### config.mk
export PLATFORM = sky130hd
export DESIGN_NAME = fetch_queue
export DESIGN_NICKNAME = d
export VERILOG_FILES = /design/src/rtl/cpu_pkg.sv /design/src/rtl/fq_ram.sv /design/src/rtl/fetch_queue.sv
export SDC_FILE = /design/constraint.sdc
export NUM_CORES = 1
export LEC_CHECK = 0
export CAP_MARGIN = 20
export CORE_ASPECT_RATIO = 1.5
export CORE_MARGIN = 5
export CORE_UTILIZATION = 47
export CTS_CLUSTER_DIAMETER = 80
export CTS_CLUSTER_SIZE = 25
export DETAILED_ROUTE_END_ITERATION = 16
export GPL_ROUTABILITY_DRIVEN = 0
export PLACE_DENSITY = 0.7
export SYNTH_ARGS = -nofsm -noshare
export SYNTH_HDL_FRONTEND = slang
export SYNTH_HIERARCHICAL = 1
export SYNTH_SLANG_ARGS = --single-unit
### constraint.sdc
create_clock -name clk -period 8.5 [get_ports clk]
set_input_delay 2.125 -clock clk [delete_from_list [all_inputs] [get_ports clk]]
set_output_delay 2.125 -clock clk [all_outputs]
set_load 0.03 [all_outputs]
### src/rtl/cpu_pkg.sv
// Shared CPU constants: default datapath width, fetch queue depth and the
// canonical NOP (addi x0,x0,0) used wherever a pipeline bubble is inserted.
package cpu_pkg;
    localparam int          XLEN_DEF  = 32;
    localparam int          DEPTH_DEF = 4;
    localparam logic [31:0] NOP_INSN  = 32'h0000_0013;
endpackage

### src/rtl/fq_ram.sv
// Fetch queue storage: one synchronous write port, one asynchronous read port.
// Deliberately has no reset; entry validity is tracked by the queue count.
module fq_ram #(
    parameter int DEPTH = 4,
    parameter int WIDTH = 64,
    parameter int AW    = $clog2(DEPTH)
) (
    input  logic             clk,
    input  logic             we,
    input  logic [AW-1:0]    waddr,
    input  logic [WIDTH-1:0] wdata,
    input  logic [AW-1:0]    raddr,
    output logic [WIDTH-1:0] rdata
);
    logic [WIDTH-1:0] mem [DEPTH];

    always_ff @(posedge clk) begin
        if (we) begin
            mem[waddr] <= wdata;
        end
    end

    assign rdata = mem[raddr];
endmodule

### src/rtl/fetch_queue.sv
// Instruction fetch queue between fetch and decode. Entries appear one cycle
// after being pushed; flush (branch redirect) and reset empty the queue.
module fetch_queue
    import cpu_pkg::*;
#(
    parameter int XLEN  = XLEN_DEF,
    parameter int DEPTH = DEPTH_DEF
) (
    input  logic                     clk,
    input  logic                     rst,
    input  logic                     in_valid,
    output logic                     in_ready,
    input  logic [XLEN-1:0]          in_ir,
    input  logic [XLEN-1:0]          in_pc,
    output logic                     out_valid,
    input  logic                     out_ready,
    output logic [XLEN-1:0]          out_ir,
    output logic [XLEN-1:0]          out_pc,
    input  logic                     flush,
    output logic [$clog2(DEPTH):0]   count
);
    localparam int PW = $clog2(DEPTH);
    localparam int CW = PW + 1;

    logic [PW-1:0]     wr_ptr_q, wr_ptr_d;
    logic [PW-1:0]     rd_ptr_q, rd_ptr_d;
    logic [CW-1:0]     count_q, count_d;
    logic              push, pop;
    logic [2*XLEN-1:0] rd_data;

    // Handshakes use only registered state, so there is no in-to-out path.
    assign in_ready  = (count_q != CW'(DEPTH));
    assign out_valid = (count_q != '0);
    assign push      = in_valid && in_ready;
    assign pop       = out_valid && out_ready;

    always_comb begin
        wr_ptr_d = wr_ptr_q;
        rd_ptr_d = rd_ptr_q;
        count_d  = count_q;
        if (flush) begin
            wr_ptr_d = '0;
            rd_ptr_d = '0;
            count_d  = '0;
        end else begin
            if (push) begin
                wr_ptr_d = wr_ptr_q + PW'(1);
            end
            if (pop) begin
                rd_ptr_d = rd_ptr_q + PW'(1);
            end
            case ({push, pop})
                2'b10:   count_d = count_q + CW'(1);
                2'b01:   count_d = count_q - CW'(1);
                default: count_d = count_q;
            endcase
        end
    end

    always_ff @(posedge clk or posedge rst) begin
        if (rst) begin
            wr_ptr_q <= '0;
            rd_ptr_q <= '0;
            count_q  <= '0;
        end else begin
            wr_ptr_q <= wr_ptr_d;
            rd_ptr_q <= rd_ptr_d;
            count_q  <= count_d;
        end
    end

    fq_ram #(
        .DEPTH (DEPTH),
        .WIDTH (2 * XLEN)
    ) u_ram (
        .clk   (clk),
        .we    (push && !flush),
        .waddr (wr_ptr_q),
        .wdata ({in_ir, in_pc}),
        .raddr (rd_ptr_q),
        .rdata (rd_data)
    );

    // Empty queue presents a bubble to the decoder.
    assign out_ir = out_valid ? rd_data[2*XLEN-1:XLEN] : XLEN'(NOP_INSN);
    assign out_pc = out_valid ? rd_data[XLEN-1:0]      : '0;
    assign count  = count_q;
endmodule

==> results.toml, run 1 <==
[floorplan]
start_util_pct = 47.6
ios = 138
rows = 66
dieArea_um2 = 25100
core_region_area_um2 = 21700
fp.dieW_um = 131
die_h_um = 192

[timing]
worst_slew_margin_rel_pct = 32.0
fmax_mhz = 181
period_share_pct = 64.9
rsz0062_at_grt = "false"
skew_ns = 0.0117
slew_viol_final = 0
setup_viol = 0
min_period_ns = 5.52
tightest_slew_ns = 1.02
finalHoldViolCount = 0
fin_setup_tns_ns = 0

[min_path]
hp-class = "flip-flop to flip-flop"
worstHoldStart = "wr_ptr_q[0]"
min_to = "wr_ptr_q[0]"
worstHoldPathCells = 2

[yosys]
synth-warning-count = 6
async_flop_share_pct = 2.66
yosysTopAreaCell = "edfxtp_1"
synth_edf_count = 256
yosys-top-cells-area = "edfxtp_1 74%, mux4_2 13%, and2_1 3.7%"
syn_avg_cell_area_um2 = 22.0
synth-seq-cells = 263
synth.net_count = 540
synth_top_area_share_pct = 74.4
ys_seq_area_share_pct = 76.0
syn_area_um2 = 10300
syn_inst = 470
synth_top_flop_cell = "edfxtp_1"
ys_types = 41

[final_layout]
final_layout_size_suffix_gt1_share_pct = 14.7
syn_to_final_growth_pct = 18.4
utilization_pct = 56.4
fin_area_um2 = 12200
antenna_cells = 0
final_cells = 876
layout.nets = 670

[cts]
clk_latency_ns = 0.47
cts_resized = 0
clock_sinks = 263
cts_buffers = 14
clkTransAtPathRegs_ns = 0.08
ctsHtreeMaxLevel = 1
ctsHoldBuffers = 0
root_buffer = "clkbuf_16"
clockBufferDepth = 3
cts_tree = "done"
postCtsSetupBuffers = 0

[worst_setup_path]
crit_type = "flip-flop to output pin"
timing.rr.start = "count[0]"
arrival_ns = 3.39
startpoint_type = "flip-flop"
reg2reg_depth = 4
critPathCaptureType = "output pin"
worstPathMaxFanout = 34
worstPathRequired_ns = 6.38
regToRegSetupSlack_ns = 5.82
timing.rr.end = "u_ram/mem[2][13]"

[route]
drt-initial-drc-count = 319
drt_pass1_iterations = 4
dr_total_vias = 4779
ant_nets = 0
drt-total-wl_um = 18600
routed_via_density = 5.46
drc = 0
wl_per_cell_um = 21.2

[global_routing]
grt_pass1_wl_um = 29600
antenna_found_initial = 1
grt_pass1_vias = 5302
overflow = 0
grt_use_total_pct = 14.9
grt_max_degree = 66

[flow_run]
drv_cap = 0

[outcome]
status = "completed"

[power]
peakVddDrop_uv = 148
p_per_area_nw_per_um2 = 224
totalPowerFinal_mw = 2.75
power_leakage_nw = 3.80

[placed_design]
dp_cells = 856
portBuffers = 137
dp_hpwl_um = 11000
dpl_cell_area_um2 = 11800
==> worst max path at each step <==
stage / startpoint / to / slack [ns] / cells after the start
after floorplan: flush / u_ram/mem[0][0] / 0.64 / 3
final: rd_ptr_q[0] / out_pc[13] / 2.98 / 4
after global placement: rd_ptr_q[0] / out_pc[13] / 3.37 / 4
after CTS: rd_ptr_q[0] / out_pc[13] / 2.85 / 4
after detailed placement: rd_ptr_q[0] / out_pc[13] / 3.36 / 4
after global routing: rd_ptr_q[0] / out_pc[13] / 2.71 / 4
==> critical path: stages (launching register included) <==
cell and delay [ns]:
dfrtp_4 0.85, buf_4 0.67, mux4_2 0.61, and2_1 0.16
clkdlybuf4s50_1 0.59
==> state kept, by name, summed over array words and instances (netlist names) <==
name       count
rd_ptr_q       2
count          3
u_ram/mem    256
wr_ptr_q       2
==> cell usage after synthesis, types with 2 or more instances <==
| library cell | instances |
|---|---|
| buf_2 | 10 |
| inv_1 | 5 |
| clkbuf_1 | 2 |
| mux4_2 | 60 |
| buf_12 | 6 |
| and2_1 | 61 |
| nand2_1 | 2 |
| o21ai_0 | 3 |
| mux4_1 | 4 |
| buf_6 | 8 |
| nand3b_1 | 2 |
| nand2b_1 | 4 |
| and3b_1 | 2 |
| dfrtp_1 | 7 |
| edfxtp_1 | 256 |
| a21oi_1 | 2 |
| nor2_1 | 8 |
| nor3b_1 | 3 |
| xor2_1 | 3 |
==> cell type report <==
type / count / area [µm²]
flip-flops and latches: 263 / 7870
clock buffers: 19 / 390
repair buffers: 141 / 1400
fillers: 1633 / 9480
clock inverters: 1 / 16.3
well taps: 272 / 340
multi-input cells: 175 / 2200
inverters: 5 / 18.8
==> power by group <==
group,internal [mW],switching [mW]
clock,0.327,0.366
sequential,1.46,0.0379
combinational,0.264,0.288
total,2.05,0.692
==> stage by stage <==
step           setup WS [ns]  hold WS (ns)
2_1_floorplan          0.641         0.504
3_3_place_gp            3.37         0.616
4_1_cts                 2.85         0.656
5_1_grt                 2.71         0.693
6_report                2.98         0.656
3_5_place_dp            3.36         0.641
==> kinds of logic (layout without fill, tap and decap cells) <==
| logic type | after synthesis | in the layout | share of synthesized area, % |
|---|---|---|---|
| AND/OR/NAND/NOR | 89 | 89 | 5.30 |
| AO/OA/AOI/OAI | 16 | 16 | 1.09 |
| XOR/XNOR | 3 | 3 | 0.254 |
| adder cells (fa/ha/maj) | 1 | 1 | 0.194 |
| flip-flops | 263 | 263 | 76.0 |
| buffers and inverters | 32 | 166 | 2.82 |
| multiplexers | 66 | 66 | 14.3 |
==> metal layers <==
layer  vias up  wire length (µm)  track usage, %
met5         -                13               0
met4         2               331            4.12
met3        24               913            2.36
met2       123             10200            27.3
met1      2475              7090            18.2
li1       2155                 -               -
==> placed cells by master (no fill, tap or decap), drive strengths merged, types with 2 or more instances in the layout <==
master         instances
clkdlybuf4s50        137
and3b                  2
nor3b                  3
dfrtp                  7
buf                    4
mux4                  64
a21oi                  2
nor2                   8
o21ai                  3
xor2                   3
clkbuf                19
edfxtp               256
and2                  61
nand2b                 4
inv                    5
nand2                  2
nand3b                 2
or3                    2
Power figures use the tool's default switching activity.
==> inputs of run 2 (changes only) <==
- PLACE_DENSITY: 0.7 -> 0.73
- clock period: 8.5 -> 4.9 ns (I/O delays scaled with it)
==> run 2 against run 1 <==
Effect of this change: total power up 75%; first-iteration DRC count fell by 4.1%; register-to-register slack got worse by 3.3 ns; clock skew rose by 0.0038 ns; core utilization is 0.43 points higher; final area rose by 0.77%; global-route usage up 0.40 points; clock-buffer cell count is the same; setup slack lost 2.3 ns; sequential share of layout area is 0.49 points lower; highest routed layer unchanged; flip-flop and latch count did not move.
==> results.toml, run 2 (synthesis results as in run 1) <==
[placed_design]
post-place-ws_ns = 1.09
dp_cells = 859
dp_hpwl_um = 12100
portBuffers = 137

[timing]
skew_ns = 0.0155
slew_viol_final = 0
worst_slew_margin_rel_pct = 33.9
fin_setup_tns_ns = 0
tightest_slew_ns = 0.992
setup_viol = 0
rsz0062_at_grt = "false"
fmax_mhz = 236
setup_slack_ns = 0.670
finalHoldViolCount = 0
period_share_pct = 86.3
min_period_ns = 4.23

[min_path]
hp-class = "flip-flop to flip-flop"
worstHoldPathCells = 2

[worst_setup_path]
startpoint_type = "flip-flop"
critPathMaxStageDelay_ns = 0.77
crit_type = "flip-flop to output pin"
critPathCaptureType = "output pin"
reg2reg_depth = 4
worstPathRequired_ns = 3.67
arrival_ns = 3.00
worstPathMaxFanout = 26
crit_slowest_cell = "dfrtp_4"
worstPathCellList = "buf_4, mux4_1, and2_1, clkdlybuf4s50_1"

[final_layout]
layout.nets = 673
syn_to_final_growth_pct = 19.3
multi_input_area_um2 = 2210
final_common_cell = "edfxtp_1"
final_cells = 880
final_layout_size_suffix_gt1_share_pct = 15.2
regMostFlops = "u_ram/mem"
layout_common_cells = "256 x edfxtp_1, 137 x clkdlybuf4s50_1, 61 x and2_1, 60 x mux4_2, 15 x clkbuf_16"
fill_cells = 1607
seqCellArea_um2 = 7870
largest_reg_flops = 256

[power]
seq_power_share_pct = 54.2
p_per_area_nw_per_um2 = 389
peakVddDrop_uv = 225
power_leakage_nw = 3.83
p_clk_share_pct = 25.2
switching_share_pct = 25.5
p_sw_mw = 1.22
p_int_mw = 3.57
p_comb_share_pct = 20.6
totalPowerFinal_mw = 4.80

[floorplan]
start_util_pct = 47.6
rows = 66
ios = 138
dieArea_um2 = 25100
core_region_area_um2 = 21700
die_h_um = 192
fp.dieW_um = 131

[outcome]
status = "completed"

[global_routing]
grt_pass1_vias = 5256
grt_use_total_pct = 15.3
overflow = 0
antenna_found_initial = 2
grt_max_degree = 66
grt_pass1_wl_um = 30000

[cts]
cts_resized = 0
clockBufferDepth = 3
cts_buffers = 14
clkTransAtPathRegs_ns = 0.08
cts_tree = "done"
postCtsSetupBuffers = 0
clk_latency_ns = 0.47
clock_sinks = 263
ctsHoldBuffers = 0
root_buffer = "clkbuf_16"
ctsHtreeMaxLevel = 1

[route]
dr_total_vias = 4797
routed_via_density = 5.45
drt-initial-drc-count = 306
ant_nets = 0
drt-total-wl_um = 19400
wl_per_cell_um = 22.1
drt_pass1_iterations = 4
drc = 0

[flow_run]
drv_cap = 0
## run 2: path summary, 6_finish.rpt
| check | start | endpoint | slack [ns] |
|---|---|---|---|
| max in group asynchronous | rst | rd_ptr_q[0] | 3.66 |
| hold reg to reg | wr_ptr_q[0] | wr_ptr_q[0] | 0.68 |
| min in group asynchronous | rst | count[0] | 0.98 |
| setup / recovery | rd_ptr_q[0] | out_ir[31] | 0.67 |
| setup reg to reg | count[0] | u_ram/mem[2][16] | 2.50 |
| hold / removal | wr_ptr_q[0] | wr_ptr_q[0] | 0.68 |
## run 2: power by group through the flow
stage	Combinational, mW	Sequential [mW]	Clock [mW]
2_1_floorplan	0.689	2.61	0
3_3_place_gp	0.991	2.65	0
3_5_place_dp	1.00	2.65	0
4_1_cts	1.01	2.60	1.24
5_1_grt	1.05	2.61	1.33
6_report	0.986	2.60	1.21
## run 2: layout make-up
| type | count | area share (%) |
|---|---|---|
| repair buffers | 144 | 12.1 |
| multi-input cells | 175 | 17.9 |
| well taps | 272 | 2.76 |
| diodes | 1 | 0.0203 |
| clock inverters | 1 | 0.132 |
| flip-flops and latches | 263 | 63.8 |
| inverters | 5 | 0.152 |
| clock buffers | 19 | 3.17 |
## run 2: metal layers
metal | track usage (%) | routed length, µm | up-vias
met1 | 18.3 | 7340 | 2505
met4 | 4.32 | 489 | 2
met3 | 2.67 | 798 | 25
met5 | 0 | 13 | -
met2 | 28.3 | 10800 | 108
li1 | - | - | 2157
## run 2: worst max-delay path, delay by kind of cell (launching register included)
family,cells,cell delay (ns)
and+or+nand+nor,1,0.18
buffers and inverters,2,0.99
DFF,1,0.77
muxes,1,0.59
## run 2: stage by stage
| stage | hold WS (ns) | utilization (%) | instance area (µm²) |
|---|---|---|---|
| after floorplan | 0.504 | - | 10300 |
| after global placement | 0.640 | 54.9 | 11900 |
| after detailed placement | 0.670 | 54.9 | 11900 |
| after CTS | 0.679 | 56.8 | 12300 |
| after global routing | 0.704 | 56.8 | 12300 |
| final | 0.684 | 56.8 | 12300 |
==> inputs of run 3 (changes only) <==
- GPL_TIMING_DRIVEN: default -> 0
- PLACE_DENSITY: 0.73 -> 0.7
- clock period: 4.9 -> 4.41 ns (I/O delays scaled with it)
==> run 3 against run 2 <==
Effect of this change: register-to-register slack lost 0.67 ns; final area is 2.6% higher; via count rose by 2.4%; flip-flop and latch count did not move; clock-buffer cell count unchanged; combinational power rose by 26%; wire length grew 1.3%; global-route usage is 0.52 points higher; critical path depth is 1 higher; total power increased by 13%; cell count up 3.0%.
==> results.toml, run 3 (synthesis results as in run 1) <==
[outcome]
status = "completed"

[route]
ant_nets = 0
drt-total-wl_um = 19700
routed_via_density = 5.42
drt-initial-drc-count = 369
drt_pass1_iterations = 4
dr_total_vias = 4910
wl_per_cell_um = 21.7
drc = 0

[worst_setup_path]
timing.rr.start = "count[0]"
arrival_ns = 2.60
timing.rr.end = "u_ram/mem[0][55]"
worstPathRequired_ns = 3.31
crit_type = "flip-flop to output pin"
critPathMaxStageDelay_ns = 0.61
crit_slowest_cell = "clkdlybuf4s50_1"
worstPathMaxFanout = 10
crit_start = "rd_ptr_q[0]"
reg2reg_depth = 6
critPathCaptureType = "output pin"
endpoint = "out_ir[1]"
regToRegSetupSlack_ns = 1.83
startpoint_type = "flip-flop"
worstPathCellList = "buf_6, buf_12, mux4_2, nand2b_1, clkdlybuf4s50_1"

[global_routing]
grt.met3_usage_pct = 2.59
grtUsageMet2_pct = 30.1
overflow = 0
antenna_found_initial = 1
grt_max_degree = 44
grt_pass1_vias = 5480
grt_use_met1_pct = 18.7
grt_use_total_pct = 15.8
grt_pass1_wl_um = 31200
grt.busiest_layer = "met2"

[timing]
period_share_pct = 83.9
skew_ns = 0.0159
worst_slew_margin_rel_pct = 55.9
slew_viol_final = 0
rsz0062_at_grt = "false"
setup_slack_ns = 0.710
setup_viol = 0
min_period_ns = 3.70
tightest_slew_ns = 0.661
finalHoldViolCount = 0
fmax_mhz = 270

[floorplan]
fp.dieW_um = 131
ios = 138
start_util_pct = 47.6
core_region_area_um2 = 21700
dieArea_um2 = 25100
die_h_um = 192
rows = 66

[final_layout]
seqCellArea_um2 = 7860
final_common_cell = "edfxtp_1"
regMostFlops = "u_ram/mem"
largest_reg_flops = 256
utilization_pct = 58.3
final_layout_size_suffix_gt1_share_pct = 18.2
fill_cells = 1591
syn_to_final_growth_pct = 22.4
layout.nets = 699
layout_common_cells = "256 x edfxtp_1, 136 x clkdlybuf4s50_1, 61 x and2_1, 60 x mux4_2, 15 x clkbuf_16"
multi_input_area_um2 = 2210
final_cells = 906

[placed_design]
portBuffers = 136
dp_hpwl_um = 13000
dp_cells = 885
post-place-ws_ns = 0.795

[power]
switching_share_pct = 25.5
peakVddDrop_uv = 395
p_sw_mw = 1.39
p_comb_share_pct = 22.9
p_per_area_nw_per_um2 = 430
p_int_mw = 4.05
seq_power_share_pct = 52.3
power_leakage_nw = 4.01
p_clk_share_pct = 24.9

[cts]
ctsHoldBuffers = 0
clkTransAtPathRegs_ns = 0.10
cts_tree = "done"
cts_resized = 0
clock_sinks = 263
root_buffer = "clkbuf_16"
ctsHtreeMaxLevel = 1
clk_latency_ns = 0.48
cts_buffers = 14
postCtsSetupBuffers = 0
clockBufferDepth = 3

[min_path]
hp-class = "flip-flop to flip-flop"
worstHoldPathCells = 2

[flow_run]
drv_cap = 0
## run 3: critical path: cells and delay by family, from the launching register on
kind | cells | cell delay [ns]
buffers and inverters | 3 | 1.04
muxes | 1 | 0.48
DFF | 1 | 0.41
and+or+nand+nor | 1 | 0.18
## run 3: layout make-up
cell class,instances,area share [%]
Tap cell,272,2.69
Inverter,5,0.148
Sequential cell,263,62.1
Clock inverter,1,0.129
Clock buffer,19,3.09
Timing Repair Buffer,143,12.2
Multi-Input combinational cell,175,17.5
Antenna cell,1,0.0198
Buffer,27,2.16
## run 3: per-stage QoR
step,hold WS (ns),total power [mW],TNS (ns),area (µm²)
after global placement,0.528,4.13,-230.42,12100
after global routing,0.613,5.67,0,12700
final,0.578,5.44,0,12700
after detailed placement,0.566,4.16,0,12200
after floorplan,0.504,3.67,0,10300
after CTS,0.583,5.51,0,12700
## run 3: worst min path at each step
| stage | start | to | slack, ns |
|---|---|---|---|
| final | rd_ptr_q[1] | rd_ptr_q[1] | 0.58 |
| after global routing | rd_ptr_q[1] | rd_ptr_q[1] | 0.61 |
| after CTS | rd_ptr_q[1] | rd_ptr_q[1] | 0.58 |
| after detailed placement | rd_ptr_q[1] | rd_ptr_q[1] | 0.57 |
| after global placement | rd_ptr_q[1] | rd_ptr_q[1] | 0.53 |
| after floorplan | rd_ptr_q[1] | rd_ptr_q[1] | 0.50 |
## run 3: power by group through the flow
stage	Clock [mW]	Sequential [mW]	Combinational, mW
final	1.35	2.84	1.24
after global routing	1.50	2.85	1.32
after CTS	1.40	2.84	1.27
after detailed placement	0	2.90	1.27
after global placement	0	2.90	1.23
after floorplan	0	2.90	0.767
## run 3: metal layers
layer / up-vias / wire length, µm
li1: 2222 / -
met1: 2546 / 7360
met2: 114 / 11200
met3: 26 / 812
met4: 2 / 303
met5: - / 13
